### config.mk
export PLATFORM = sky130hd
export DESIGN_NAME = des_key_sched
export DESIGN_NICKNAME = d
export VERILOG_FILES = /design/src/rtl/des_pkg.sv /design/src/rtl/des_pc2.sv /design/src/rtl/des_key_sched.sv
export SDC_FILE = /design/constraint.sdc
export NUM_CORES = 1
export LEC_CHECK = 0
export ABC_AREA = 1
export BUFFER_PORTS_ARGS = -buffer_cell sky130_fd_sc_hd__buf_2
export CAP_MARGIN = 20
export CORE_AREA = 2 2 94 163
export CTS_CLUSTER_SIZE = 8
export DETAILED_ROUTE_END_ITERATION = 16
export DIE_AREA = 0 0 96 165
export PLACE_DENSITY = 0.67
export SYNTH_ARGS = -nofsm -noshare
export SYNTH_HDL_FRONTEND = slang
export SYNTH_SLANG_ARGS = --single-unit
export TNS_END_PERCENT = 10
### constraint.sdc
create_clock -name clk -period 2.35 [get_ports clk]
set_clock_uncertainty 0.05 [all_clocks]
set_input_delay 0.235 -clock clk [delete_from_list [all_inputs] [get_ports clk]]
set_output_delay 0.235 -clock clk [all_outputs]
set_load 0.05 [all_outputs]
### src/rtl/des_pkg.sv
// Shared DES key-schedule constants, tables and helpers.
// Bit 1 is the MSB of every vector (FIPS 46-3 numbering).
package des_pkg;

  localparam int unsigned DES_KEY_W    = 64;
  localparam int unsigned DES_CD_W     = 56;
  localparam int unsigned DES_HALF_W   = 28;
  localparam int unsigned DES_SUBKEY_W = 48;
  localparam int unsigned DES_IDX_W    = 5;

  localparam logic [1:0] ST_IDLE = 2'd0;
  localparam logic [1:0] ST_RUN  = 2'd1;
  localparam logic [1:0] ST_DONE = 2'd2;

  typedef struct packed {
    logic [DES_HALF_W-1:0] c;
    logic [DES_HALF_W-1:0] d;
  } des_cd_t;

  localparam int unsigned PC1 [56] = '{
    57, 49, 41, 33, 25, 17,  9,
     1, 58, 50, 42, 34, 26, 18,
    10,  2, 59, 51, 43, 35, 27,
    19, 11,  3, 60, 52, 44, 36,
    63, 55, 47, 39, 31, 23, 15,
     7, 62, 54, 46, 38, 30, 22,
    14,  6, 61, 53, 45, 37, 29,
    21, 13,  5, 28, 20, 12,  4
  };

  localparam int unsigned PC2 [48] = '{
    14, 17, 11, 24,  1,  5,
     3, 28, 15,  6, 21, 10,
    23, 19, 12,  4, 26,  8,
    16,  7, 27, 20, 13,  2,
    41, 52, 31, 37, 47, 55,
    30, 40, 51, 45, 33, 48,
    44, 49, 39, 56, 34, 53,
    46, 42, 50, 36, 29, 32
  };

  // Entry n-1 holds the rotate amount for key number n.
  localparam int unsigned SHIFT [16] = '{1, 1, 2, 2, 2, 2, 2, 2, 1, 2, 2, 2, 2, 2, 2, 1};

  function automatic logic [DES_CD_W-1:0] pc1_perm(input logic [DES_KEY_W-1:0] key);
    logic [DES_CD_W-1:0] cd;
    cd = '0;
    for (int i = 0; i < 56; i++) begin
      cd[6'(55 - i)] = key[6'(64 - PC1[i])];
    end
    return cd;
  endfunction

  function automatic logic [DES_HALF_W-1:0] rotl28(input logic [DES_HALF_W-1:0] x,
                                                   input int unsigned amt);
    return (amt == 1) ? {x[26:0], x[27]} : {x[25:0], x[27:26]};
  endfunction

  function automatic logic [DES_HALF_W-1:0] rotr28(input logic [DES_HALF_W-1:0] x,
                                                   input int unsigned amt);
    return (amt == 1) ? {x[0], x[27:1]} : {x[1:0], x[27:2]};
  endfunction

endpackage

### src/rtl/des_pc2.sv
// Combinational PC-2 permutation: 56-bit C||D to 48-bit round subkey.
module des_pc2
  import des_pkg::*;
(
  input  logic [DES_CD_W-1:0]     cd,
  output logic [DES_SUBKEY_W-1:0] subkey
);

  for (genvar i = 0; i < int'(DES_SUBKEY_W); i++) begin : g_bit
    assign subkey[6'(DES_SUBKEY_W - 1 - i)] = cd[6'(DES_CD_W - PC2[i])];
  end

  // CD bits 9,18,22,25,35,38,43,54 are discarded by PC-2.
  logic unused_dropped;
  assign unused_dropped = ^{cd[47], cd[38], cd[34], cd[31], cd[21], cd[18], cd[13], cd[2]};

endmodule

### src/rtl/des_key_sched.sv
// Iterative DES subkey generator: one 48-bit subkey per valid/ready handshake,
// ascending K1..K16 for encryption or descending K16..K1 via right rotations.
module des_key_sched
  import des_pkg::*;
(
  input  logic                    clk,
  input  logic                    rst,
  input  logic [DES_KEY_W-1:0]    key_in,
  input  logic                    key_load,
  input  logic                    decrypt,
  output logic [DES_SUBKEY_W-1:0] subkey,
  output logic                    subkey_valid,
  input  logic                    subkey_ready,
  output logic [3:0]              round_idx,
  output logic                    busy,
  output logic                    done
);

  logic [1:0]           state_q, state_d;
  des_cd_t              cd_q, cd_d, cd0;
  logic                 mode_q, mode_d;
  logic [DES_IDX_W-1:0] idx_q, idx_d;
  logic                 valid_d, busy_d, done_d;
  logic                 last_c;

  assign cd0    = pc1_perm(key_in);
  assign last_c = mode_q ? (idx_q == 5'd1) : (idx_q == 5'd16);

  // Key number 16 reads as 0 on the 4-bit port; subkey_valid tells it apart from idle.
  assign round_idx = idx_q[3:0];

  logic unused_parity;
  assign unused_parity = ^{key_in[56], key_in[48], key_in[40], key_in[32],
                           key_in[24], key_in[16], key_in[8], key_in[0]};

  always_ff @(posedge clk) begin
    if (rst) begin
      state_q      <= ST_IDLE;
      cd_q         <= '0;
      mode_q       <= 1'b0;
      idx_q        <= '0;
      subkey_valid <= 1'b0;
      busy         <= 1'b0;
      done         <= 1'b0;
    end else begin
      state_q      <= state_d;
      cd_q         <= cd_d;
      mode_q       <= mode_d;
      idx_q        <= idx_d;
      subkey_valid <= valid_d;
      busy         <= busy_d;
      done         <= done_d;
    end
  end

  always_comb begin
    state_d = state_q;
    cd_d    = cd_q;
    mode_d  = mode_q;
    idx_d   = idx_q;
    valid_d = subkey_valid;
    busy_d  = busy;
    done_d  = 1'b0;
    case (state_q)
      ST_IDLE: begin
        if (key_load) begin
          state_d = ST_RUN;
          mode_d  = decrypt;
          valid_d = 1'b1;
          busy_d  = 1'b1;
          // Total rotation over 16 rounds is 28, so C0,D0 already equals C16,D16.
          if (decrypt) begin
            cd_d  = cd0;
            idx_d = 5'd16;
          end else begin
            cd_d.c = rotl28(cd0.c, 1);
            cd_d.d = rotl28(cd0.d, 1);
            idx_d  = 5'd1;
          end
        end
      end
      ST_RUN: begin
        if (subkey_valid && subkey_ready) begin
          if (last_c) begin
            state_d = ST_DONE;
            cd_d    = '0;
            idx_d   = '0;
            valid_d = 1'b0;
            busy_d  = 1'b0;
            done_d  = 1'b1;
          end else if (mode_q) begin
            cd_d.c = rotr28(cd_q.c, SHIFT[4'(idx_q - 5'd1)]);
            cd_d.d = rotr28(cd_q.d, SHIFT[4'(idx_q - 5'd1)]);
            idx_d  = idx_q - 5'd1;
          end else begin
            cd_d.c = rotl28(cd_q.c, SHIFT[idx_q[3:0]]);
            cd_d.d = rotl28(cd_q.d, SHIFT[idx_q[3:0]]);
            idx_d  = idx_q + 5'd1;
          end
        end
      end
      ST_DONE: state_d = ST_IDLE;
      default: state_d = ST_IDLE;
    endcase
  end

  des_pc2 u_pc2 (
    .cd     (cd_q),
    .subkey (subkey)
  );

endmodule

=== Word-level counts from Yosys, hierarchy flattened ===
Memory sizes are Yosys's and may differ from the RTL's.
Index checks and enable logic that the tools add are counted.

* Bits in registers: 66
* Latch bits: 0
* Bits in writable memories: 0
* ROM bits: 1024
* Input port bits: 69
* Output and inout bits: 55
* Logic and storage cells: 63
* Memories: 2

{| class="wikitable"
|+ Memories
! name !! depth !! width !! read ports !! clocked after Yosys merged registers in !! wr ports !! line !! source
|-
| (no name shown) || 16 || 32 || 1 || 0 || 0 || des_key_sched.sv:97 || <nowiki>cd_d.d = rotl28(cd_q.d, SHIFT[idx_q[3:0]]);</nowiki>
|-
| (no name shown) || 16 || 32 || 1 || 0 || 0 || des_key_sched.sv:93 || <nowiki>cd_d.d = rotr28(cd_q.d, SHIFT[4'(idx_q - 5'd1)]);</nowiki>
|}

* Add/sub/neg operators: 2
* $mul: 0
* Div/mod/pow operators: 0
* Order comparisons: 2
* Equal/unequal tests: 8
* Shift-type cells: 0
* Multiplexer cells: 30
* Bitwise operators: 4
* Reduce and logical (&&, ||, !) cells: 8

{| class="wikitable"
|+ Operator list
! operator !! count
|-
| $mux 56 || 4
|-
| $mux 32 || 4
|-
| $mux 28 || 4
|-
| $pmux 56 s2 || 1
|-
| $eq 32x1->1 const B || 2
|-
| $mux 33 || 1
|-
| $mux 5 || 5
|-
| $ge 5x5->1 const B || 2
|-
| $not 4->5 || 2
|-
| $pmux 5 s2 || 1
|-
| $mux 2 || 3
|-
| $ne 2x2->1 const B || 3
|-
| $reduce_and 3->1 || 2
|-
| $add 5x1->5 const B || 1
|-
| $eq 5x1->1 const B || 1
|-
| $eq 5x5->1 const B || 1
|-
| $mux 1 || 5
|-
| $sub 5x1->5 const B || 1
|-
| $pmux 2 s2 || 1
|-
| $reduce_and 4->1 || 1
|-
| $reduce_or 3->1 || 1
|-
| $eq 2x1->1 const B || 1
|-
| $logic_not 2->1 || 1
|-
| $not 1->1 || 2
|-
| other kinds (4) || 4
|}

=== Logic depth before layout (Yosys ltp) ===
* Depth in word-level cells: 11
* Mapped depth: 13
* Depth with buffers taken out: 11

=== Modules after synthesis ===
Synthesis repeated with hierarchy kept, for this count alone.

* Cells, all modules: 1028
* Area total of the unflattened synthesis: 6392.4 um^2

{| class="wikitable"
|+ By module, submodules not included
! module !! times used !! cells each !! area each (um^2) !! seq. area each (um^2)
|-
| des_key_sched || 1 || 980 || 6032.0 || 1321.3
|-
| des_pc2 || 1 || 48 || 360.3 || 0.0
|}

=== Least setup slack after synthesis ===
Ideal clock, no wire load.

* Path kind: flip-flop to flip-flop
* From: register idx_q[1]
* To: register cd_q[52] (netlist name)
* Library setup time: 0.140 ns
* Arrival time: 1.710 ns
* Required time: 2.160 ns
* Slack: 0.449 ns
* Stages on the path, launching flop included: 12
* Path buffers: 2
* Period minus slack after synthesis: 1.901 ns
* Cell sequence: dfxtp_1 > inv_1 > ha_1 > nand2_1 > nor2_1 > nand3_2 > buf_4 > buf_4 > nand3_1 > nand3_1 > nand2_1 > a21oi_2

* Longest elaborated chain between the ends: 11
* Elaborated cells between the ends (all ways): 20
* Classes of those cells: 1 x add/sub; 4 x eq/ne; 11 x mux; 2 x bitwise; 2 x memory

{| class="wikitable"
|+ RTL lines
! item !! line !! source
|-
| start: declaration || des_key_sched.sv:22 || <nowiki>logic [DES_IDX_W-1:0] idx_q, idx_d;</nowiki>
|-
| start signal: assignment || des_key_sched.sv:49 || <nowiki>idx_q <= idx_d;</nowiki>
|-
| $sub 5x1->5 || - ||
|-
| $not 4->5 (implied by the code) || des_key_sched.sv:92 || <nowiki>cd_d.c = rotr28(cd_q.c, SHIFT[4'(idx_q - 5'd1)]);</nowiki>
|-
| $mem_v2 16x32 || - ||
|-
| $mux 32 (2 in series) || - ||
|-
| $eq 32x1->1 || - ||
|-
| $mux 28 || des_pkg.sv:61 || <nowiki>return (amt == 1) ? {x[0], x[27:1]} : {x[1:0], x[27:2]};</nowiki>
|-
| $mux 56 || des_key_sched.sv:91 || <nowiki>end else if (mode_q) begin</nowiki>
|-
| $mux 56 * || des_key_sched.sv:84 || <nowiki>if (last_c) begin</nowiki>
|-
| $mux 56 * || des_key_sched.sv:83 || <nowiki>if (subkey_valid && subkey_ready) begin</nowiki>
|-
| $pmux 56 s2 * || des_key_sched.sv:64 || <nowiki>case (state_q)</nowiki>
|-
| end signal: assignment || des_key_sched.sv:39 || <nowiki>cd_q <= '0;</nowiki>
|-
| end signal: assignment || des_key_sched.sv:47 || <nowiki>cd_q <= cd_d;</nowiki>
|-
| end: declaration || des_key_sched.sv:20 || <nowiki>des_cd_t cd_q, cd_d, cd0;</nowiki>
|}

Mark *: on every way between the ends. The rest lies on a longest branch, timed or not. The select of a mux whose other input is x is not followed.
A chain may end at the register's enable or synchronous reset.

=== Final worst setup path ===
* From: register idx_q[1]
* To: register cd_q[38] (netlist name)

The elaborated chain is that of the path after synthesis.

==> impl_metrics.yaml <==
clock_network:
  root_buffer: "clkbuf_16"
  clk_pin_slew_worst_paths_ns: 0.06
  cts_buffers: 9
  cts_hold_buffers: 0
  cts_setup_buffers: 0
  clock_path_buffers: 2
  clk_latency_ns: 0.34
  cts_sinks: 66
  htreeDepth: 3
  postCtsResizedCells: 0
  cts_tree: "built"
yosys:
  synth_cells: 1028
  synth_area_leader_cell: "nand3_1"
  yosys.area.top_type_share: 0.228
  ys_seq_elements: 66
  yosysUniqueCellTypes: 28
  synth_edf_count: 0
  synth_ff_type: "dfxtp_1"
  ys_top_cells_by_area: "nand3_1 23%, dfxtp_1 21%, nand2_1 11%"
  ys_async_sr_fraction: 0
  synth_fp_nets: 1102
  syn_avg_cell_area_um2: 6.22
  yosysWarnings: 0
  synth_area_um2: 6390
  synth-seq-area-share: 0.207
layout:
  syn_to_final_growth_pct: 5.36
  drive_above_1_share: 0.192
  layout.nets: 1075
  antenna_cells: 0
  instances_no_fill: 1186
  fillers: 1536
  mostFrequentLayoutCell: "nand3_1"
  final_cell_mix: "288 x nand3_1, 186 x nand2_1, 91 x inv_1, 91 x buf_2, 65 x dfxtp_1"
global_routing:
  grt_pass1_vias: 6530
  grt_pass1_wl_um: 31700
  grt_max_degree: 64
  grt_remaining_overflow: 0
  grt_use_total: 0.247
  antenna_found_initial: 0
drt:
  postRouteAntennaNets: 0
  routed_wl_um: 19000
  wl_per_cell_um: 16.0
  dr_total_vias: 6951
  via_per_inst: 5.86
  drc: 0
  drt-initial-drc-count: 654
  first_pass_iters: 5
power_and_ir_drop:
  total_power_mw: 4.24
  netSwitchingFraction: 0.395
  powerDensity_nw_per_um2: 630
  ir_drop_mv: 0.354
  p_switching_mw: 1.68
  seqPwrFrac: 0.313
  power_frac_clock: 0.350
  comb_power_share: 0.337
  intPower_mw: 2.57
  p_leak_nw: 3.13
setup_path:
  crit_slowest_cell: "dfxtp_1"
  critPathRequiredTime_ns: 2.51
  arrival_ns: 2.21
  crit_fanout: 56
  cp-end-kind: "register"
  max_stage_delay_ns: 0.50
  path_class: "register to register"
  cp_cell_sequence: "inv_1, ha_1, nand2_2, nand2_1, nor2_1, nand3_2, buf_12, nand3_1, nand3_1, nand2_1, a21oi_1"
  start_kind: "register"
sta:
  slew_headroom: 0.573
  worst_pin_slew_ns: 0.641
  rsz0062_at_grt: "no"
  max_freq_mhz: 487
  finalHoldViolCount: 0
  period_needed_ns: 2.05
  drv_slew: 0
  setup_viol: 0
  min_period_over_period: 0.873
  setup_tns_ns: 0
outcome:
  status: "finished, final reports clean"
floorplan:
  rows: 58
  start_util: 0.443
  die_y_um: 165
  fp.dieW_um: 96
  num_io_pins: 124
  core_um2: 14400
  die_area_um2: 15800
placed_design:
  gp_congestion: 0.838
  port_buffers: 91
  dp.cells: 1170
  place_hpwl_um: 11500
run:
  drv_cap: 0
worst_hold_path:
  hold_class: "input pin to register"
[worst max-delay path: cells and delay by family, from the launching register on]
kind / cells / cell delay, ns
AOI/OAI and AO/OA: 1 / 0.06
adders and majority gates: 1 / 0.27
buffers and inverters: 2 / 0.37
DFF: 1 / 0.50
and+or+nand+nor: 7 / 0.64
[power groups by stage]
stage	Combinational, mW	Sequential [mW]	Clock [mW]
4_1_cts	1.43	1.32	1.51
3_5_place_dp	1.43	1.35	0
5_1_grt	1.58	1.34	1.54
3_3_place_gp	1.42	1.35	0
2_1_floorplan	1.24	1.31	0
6_report	1.43	1.33	1.49
[synth_stat cells, types with 6 or more instances]
cell,count
nor2_1,8
buf_2,25
dfxtp_1,66
nand2_2,6
buf_1,9
a21oi_2,40
inv_2,7
a21oi_1,24
nand4_1,57
nand3_1,291
o21ai_0,36
a22oi_1,28
buf_4,90
inv_1,91
nand2_1,188
clkbuf_1,20
clkinv_1,13
[state kept, by name, summed over array words and instances (netlist names)]
signal   flops
busy         1
state_q      2
done         1
idx_q        5
mode_q       1
cd_q        56
[routing by layer]
metal,up-vias,wire [um],track usage
li1,3374,-,-
met1,3284,7260,0.286
met2,258,9980,0.433
met3,35,1170,0.0374
met4,0,584,0.121
met5,-,0,0
[through the flow]
stage          setup WS (ns)  hold slack, ns  utilization  instance area [um2]
6_report               0.298           0.161        0.466                 6740
5_1_grt               0.0574           0.192        0.466                 6740
4_1_cts                0.283           0.163        0.466                 6740
3_5_place_dp           0.303           0.437        0.444                 6420
3_3_place_gp           0.327           0.426        0.444                 6420
2_1_floorplan          0.449           0.383            -                 6390
[cell families after synthesis]
kind of cell,count (synthesis),synth area share
and+or+nand+nor,560,0.422
adders and majority gates,5,0.00979
xor gates and xnor gates,3,0.00411
AOI/OAI and AO/OA,134,0.142
buffers and inverters,260,0.216
DFF,66,0.207
[final cells by class]
cell class,count,area (um2),area share
well taps,180,225,0.0334
clock inverters,7,93.8,0.0139
flip-flops and latches,66,1320,0.196
repair buffers,111,743,0.110
clock buffers,9,225,0.0334
multi-input cells,702,3710,0.551
inverters,111,417,0.0619
[worst paths after layout]
path | from | endpoint | slack, ns | cells after the start
worst max register to register | idx_q[1] | cd_q[38] | 0.30 | 11
worst min register to register | busy | busy | 0.44 | 2
worst min-delay path | key_in[4] | cd_q[32] | 0.16 | 3
worst max-delay path | idx_q[1] | cd_q[38] | 0.30 | 11
Power figures use the tool's default switching activity.
